File: src/rtl/serial_add_subtract.sv
// Digit-serial two's-complement adder/subtractor with a start/ready/valid handshake.
// Consumes DIGIT bits of each operand per clock, LSB first, and reports carry/borrow, overflow and zero.
module serial_add_subtract #(
    parameter int unsigned BITS  = 16,
    parameter int unsigned DIGIT = 4
) (
    input  logic            i_clock,
    input  logic            i_reset_n,
    input  logic            i_start,
    output logic            o_ready,
    input  logic [BITS-1:0] i_minuend,
    input  logic [BITS-1:0] i_subtrahend,
    input  logic            i_subtract,
    input  logic            i_signed,
    output logic [BITS-1:0] o_result,
    output logic            o_carry,
    output logic            o_overflow,
    output logic            o_zero,
    output logic            o_valid,
    output logic            o_busy
);

    localparam int unsigned STEPS = BITS / DIGIT;
    localparam int unsigned CNT_W = (STEPS > 1) ? $clog2(STEPS) : 1;

    localparam logic [1:0] S_IDLE = 2'd0;
    localparam logic [1:0] S_RUN  = 2'd1;
    localparam logic [1:0] S_DONE = 2'd2;

    generate
        if (BITS % DIGIT != 0) begin : g_bad_digit
            $error("serial_add_subtract: BITS must be a multiple of DIGIT");
        end
    endgenerate

    logic [1:0]       state_q,   state_d;
    logic [BITS-1:0]  a_q,       a_d;
    logic [BITS-1:0]  b_q,       b_d;
    logic [BITS-1:0]  acc_q,     acc_d;
    logic [CNT_W-1:0] cnt_q,     cnt_d;
    logic             carry_q,   carry_d;
    logic             sub_q,     sub_d;
    logic             sgn_q,     sgn_d;
    logic             a_msb_q,   a_msb_d;
    logic             bp_msb_q,  bp_msb_d;
    logic [BITS-1:0]  result_q,  result_d;
    logic             cout_q,    cout_d;
    logic             ovf_q,     ovf_d;
    logic             zero_q,    zero_d;
    logic             valid_q,   valid_d;
    logic             busy_q,    busy_d;

    logic [DIGIT:0]   digit_sum;
    logic [BITS-1:0]  acc_shift;
    logic             last_step;
    logic             cout;

    // One digit of the ripple: B is inverted for subtract, the +1 comes in through the carry.
    always_comb begin
        digit_sum = {1'b0, a_q[DIGIT-1:0]}
                  + {1'b0, b_q[DIGIT-1:0] ^ {DIGIT{sub_q}}}
                  + (DIGIT+1)'(carry_q);
        acc_shift = (acc_q >> DIGIT) | (BITS'(digit_sum[DIGIT-1:0]) << (BITS - DIGIT));
        cout      = digit_sum[DIGIT];
        last_step = (cnt_q == CNT_W'(STEPS - 1));
    end

    // Next-state and register-load decode.
    always_comb begin
        state_d  = state_q;
        a_d      = a_q;
        b_d      = b_q;
        acc_d    = acc_q;
        cnt_d    = cnt_q;
        carry_d  = carry_q;
        sub_d    = sub_q;
        sgn_d    = sgn_q;
        a_msb_d  = a_msb_q;
        bp_msb_d = bp_msb_q;
        result_d = result_q;
        cout_d   = cout_q;
        ovf_d    = ovf_q;
        zero_d   = zero_q;
        valid_d  = 1'b0;
        busy_d   = busy_q;

        case (state_q)
            S_IDLE: begin
                if (i_start) begin
                    a_d      = i_minuend;
                    b_d      = i_subtrahend;
                    sub_d    = i_subtract;
                    sgn_d    = i_signed;
                    carry_d  = i_subtract;
                    cnt_d    = '0;
                    acc_d    = '0;
                    a_msb_d  = i_minuend[BITS-1];
                    bp_msb_d = i_subtrahend[BITS-1] ^ i_subtract;
                    busy_d   = 1'b1;
                    state_d  = S_RUN;
                end
            end
            S_RUN: begin
                a_d     = a_q >> DIGIT;
                b_d     = b_q >> DIGIT;
                acc_d   = acc_shift;
                carry_d = cout;
                cnt_d   = cnt_q + CNT_W'(1);
                if (last_step) begin
                    result_d = acc_shift;
                    cout_d   = cout ^ sub_q;
                    ovf_d    = sgn_q ? ((a_msb_q == bp_msb_q) && (acc_shift[BITS-1] != a_msb_q))
                                     : (cout ^ sub_q);
                    zero_d   = (acc_shift == '0);
                    valid_d  = 1'b1;
                    state_d  = S_DONE;
                end
            end
            S_DONE: begin
                busy_d  = 1'b0;
                state_d = S_IDLE;
            end
            default: begin
                busy_d  = 1'b0;
                state_d = S_IDLE;
            end
        endcase
    end

    // State and datapath registers.
    always_ff @(posedge i_clock or negedge i_reset_n) begin
        if (!i_reset_n) begin
            state_q  <= S_IDLE;
            a_q      <= '0;
            b_q      <= '0;
            acc_q    <= '0;
            cnt_q    <= '0;
            carry_q  <= 1'b0;
            sub_q    <= 1'b0;
            sgn_q    <= 1'b0;
            a_msb_q  <= 1'b0;
            bp_msb_q <= 1'b0;
            result_q <= '0;
            cout_q   <= 1'b0;
            ovf_q    <= 1'b0;
            zero_q   <= 1'b0;
            valid_q  <= 1'b0;
            busy_q   <= 1'b0;
        end else begin
            state_q  <= state_d;
            a_q      <= a_d;
            b_q      <= b_d;
            acc_q    <= acc_d;
            cnt_q    <= cnt_d;
            carry_q  <= carry_d;
            sub_q    <= sub_d;
            sgn_q    <= sgn_d;
            a_msb_q  <= a_msb_d;
            bp_msb_q <= bp_msb_d;
            result_q <= result_d;
            cout_q   <= cout_d;
            ovf_q    <= ovf_d;
            zero_q   <= zero_d;
            valid_q  <= valid_d;
            busy_q   <= busy_d;
        end
    end

    assign o_ready    = (state_q == S_IDLE);
    assign o_result   = result_q;
    assign o_carry    = cout_q;
    assign o_overflow = ovf_q;
    assign o_zero     = zero_q;
    assign o_valid    = valid_q;
    assign o_busy     = busy_q;

endmodule

File: config.mk
export PLATFORM = sky130hd
export DESIGN_NAME = serial_add_subtract
export DESIGN_NICKNAME = d
export VERILOG_FILES = /design/src/rtl/serial_add_subtract.sv
export SDC_FILE = /design/constraint.sdc
export NUM_CORES = 1
export LEC_CHECK = 0
export ABC_CLOCK_PERIOD_IN_PS = 2850
export CELL_PAD_IN_SITES_DETAIL_PLACEMENT = 0
export CELL_PAD_IN_SITES_GLOBAL_PLACEMENT = 2
export CORE_UTILIZATION = 32
export DETAILED_ROUTE_END_ITERATION = 16
export PLACE_DENSITY_LB_ADDON = 0.1
export SLEW_MARGIN = 20
export SYNTH_ARGS = -nofsm -noshare
export SYNTH_HDL_FRONTEND = slang
export SYNTH_SLANG_ARGS = --single-unit
File: constraint.sdc
create_clock -name i_clock -period 2.85 [get_ports i_clock]
set_clock_uncertainty 0.05 [all_clocks]
set_input_delay 0.57 -clock i_clock [delete_from_list [all_inputs] [get_ports i_clock]]
set_output_delay 0.57 -clock i_clock [all_outputs]
set_load 0.005 [all_outputs]
==> results.cfg <==
[logic_synthesis]
synthTopCellsByArea = dfrtp_1 (56%), nand2_1 (11%), a31oi_1 (4.4%)
syn_area_sq_mm = 0.00328
synth-simple-area-share_pct = 18.3
synth_top_family_by_area = simple AND/OR/NAND/NOR gates
yosysUniqueCellTypes = 33
avgSynthCellArea_sq_um = 9.79
yosysSeqAreaShare_pct = 56.5
yosys_warnings = 0
synthXorXnorAreaFrac_pct = 2.37
syn_nets = 378
synth-compound-area-share_pct = 10.3
synth_top_area_cell = dfrtp_1
synth_top_area_share_pct = 56.5
synthAdderAreaFrac_pct = 2.75
synth_seq_cells = 74
muxShareOfSynthArea_pct = 5.68
syn_inst = 335

[critical_path]
cp.arrival_ps = 2550
worst-path-buf-inv = 1
crit_path_end_kind = register
worst_path_max_delay_cell = dfrtp_1
critPathMaxFanout = 6
crit_family = adder cells
cp.required_ps = 3080
crit_chain = xor2_1 > fa_1 > inv_1 > fa_1 > nand2b_1 > a21oi_1 > xnor2_1 > o31a_1 > o21ai_1
crit_path_start_kind = register
critical_path.max_stage_delay_ps = 500
crit_top_cell = fa_1
path_class = register to register

[pwr]
ir_worst_vdd_mv = 0.324
p_total_w = 0.00508
power_density_mw_per_mm2 = 1220
p_leak_nw = 1.87

[floorplanning]
io_pins = 59
dieWidth_microns = 103
core-area_sq_mm = 0.00986
dieArea_sq_mm = 0.0107
start_util_pct = 33.2
dieHeight_microns = 103
core.rowCount = 36

[layout]
fin_area_sq_mm = 0.00418
fin_nets = 431
drive_above_1_share_pct = 10.7
syn2layout_area_growth_pct = 27.4
antenna_cells = 0

[cts]
clk_pin_slew_ps = 90
htree_levels = 3
cts-root-buf = clkbuf_8
cts_buffer_depth = 2
post-cts-setup-buffers = 0
cts_tree = done
numClockSinks = 74
clkLatencyLatePin_ps = 360
post_cts_resized = 0
cts_hold_buf = 0
cts_made_buffers = 9

[run]
maxCapViolCount = 0

[routing]
routedWlPerCell_microns = 13.7
drt_iter0_drc = 90
drtPass1Iterations = 5
drtAntennaViolNets = 0
vias = 2430
remaining_drc_errors = 0
viasPerCell = 4.62
wl_microns = 7220

[timing]
rsz0062_at_grt = no
hold_viol_final = 0
post-route-period-util_pct = 81.4
setup-tns-final_ps = 0
fin_crit_ps = 2320
fmax_mhz = 431
worst_pin_slew_ps = 941
setup_viol = 0
hold_ws_ps = 295
relSlewSlack_pct = 37.3
finalMaxSlewViolations = 0

[grt]
grt_usage_pct = 15.2
antenna_found_initial = 0
overflow = 0
grt_max_degree = 75
grt_pass1_wl_microns = 12100
grt_pass1_vias = 2373

[status]
status = complete, no violations

[hold_path]
hold_path.class = input pin to asynchronous set/reset pin

[place]
io_buffers = 58
gp_congestion = 0.780
place_area_sq_mm = 0.00398
hpwl_microns = 4670
[cell families (layout without fill, tap and decap cells)]
| group | count (synthesis) | after routing |
|---|---|---|
| flip-flops | 74 | 74 |
| XOR/XNOR | 8 | 8 |
| adder cells (fa/ha/maj) | 6 | 6 |
| AND/OR/NAND/NOR | 147 | 147 |
| multiplexers | 14 | 14 |
| buffers and inverters | 27 | 85 |
| AO/OA/AOI/OAI | 59 | 59 |
[report_power, final]
group	switching, W	internal (W)
Sequential	0.000331	0.00155
Combinational	0.00125	0.00111
Clock	0.000433	0.000410
[Yosys cell counts, drive strengths merged]
library cell  number
a22o               1
nor2              29
nor3               1
nand3b             1
a21oi              4
clkbuf             9
xor2               6
fa                 2
nand2            100
o31a               1
xnor2              2
nand3              8
nand2b             2
and2b              1
a21o               1
ha                 4
and2               2
mux2              13
inv                6
mux2i              1
a31oi             23
buf               12
nor4               3
dfrtp             74
o21ai             29
[path summary, 6_finish.rpt]
| kind | start | endpoint | slack, ps | cells past startpoint |
|---|---|---|---|---|
| max in group asynchronous | i_reset_n | b_q[5] | 1840 | 1 |
| min in group i_clock | o_result[13] | o_result[13] | 430 | 2 |
| worst max register to register | sub_q | o_overflow | 530 | 9 |
| worst min-delay path | i_reset_n | o_result[7] | 300 | 1 |
| worst max-delay path | sub_q | o_overflow | 530 | 9 |
| worst min register to register | o_result[13] | o_result[13] | 430 | 2 |
[registers in the layout, indices dropped and copies added, names as in the netlist, 2 cells and up]
register and flops:
state_q 2, o_result 16, cnt_q 2, acc_q 12
a_q 16, b_q 16
[cell usage in the layout, fill, tap and decap left out, drive strengths merged, types with 2 or more instances in the layout]
| cell | count |
|---|---|
| a21oi | 4 |
| nor2 | 29 |
| nand3 | 8 |
| mux2 | 13 |
| xnor2 | 2 |
| and2 | 2 |
| nand2 | 100 |
| clkdlybuf4s50 | 57 |
| dfrtp | 74 |
| xor2 | 6 |
| inv | 8 |
| nor4 | 3 |
| nand2b | 2 |
| ha | 4 |
| clkbuf | 9 |
| o21ai | 29 |
| fa | 2 |
| buf | 6 |
| clkinvlp | 4 |
| a31oi | 23 |
[metal layers]
layer	up-vias	part of all wire (%)	GRT usage (%)
li1	1217	-	-
met1	1154	49	20.2
met2	48	46	23.3
met5	-	0	0
met4	0	2.3	7.69
met3	11	3.0	3.63
[per-stage QoR]
step / setup slack (ps) / instances / utilization (%)
floorplan: 639 / 335 / -
global placement: 649 / 510 / 40.3
detailed placement: 549 / 510 / 40.3
CTS: 533 / 526 / 42.4
global route: 338 / 526 / 42.4
finish: 530 / 526 / 42.4
[area by class of cell]
class                      instances  area (sq um)
multi-input combinational        234          1300
clock inverter                     7          77.6
fill                             975          5690
clock buffer                       9           124
inverter                           6          22.5
sequential                        74          1850
timing repair buffer              63           641
tap                              133           166
Power figures use the tool's default switching activity.
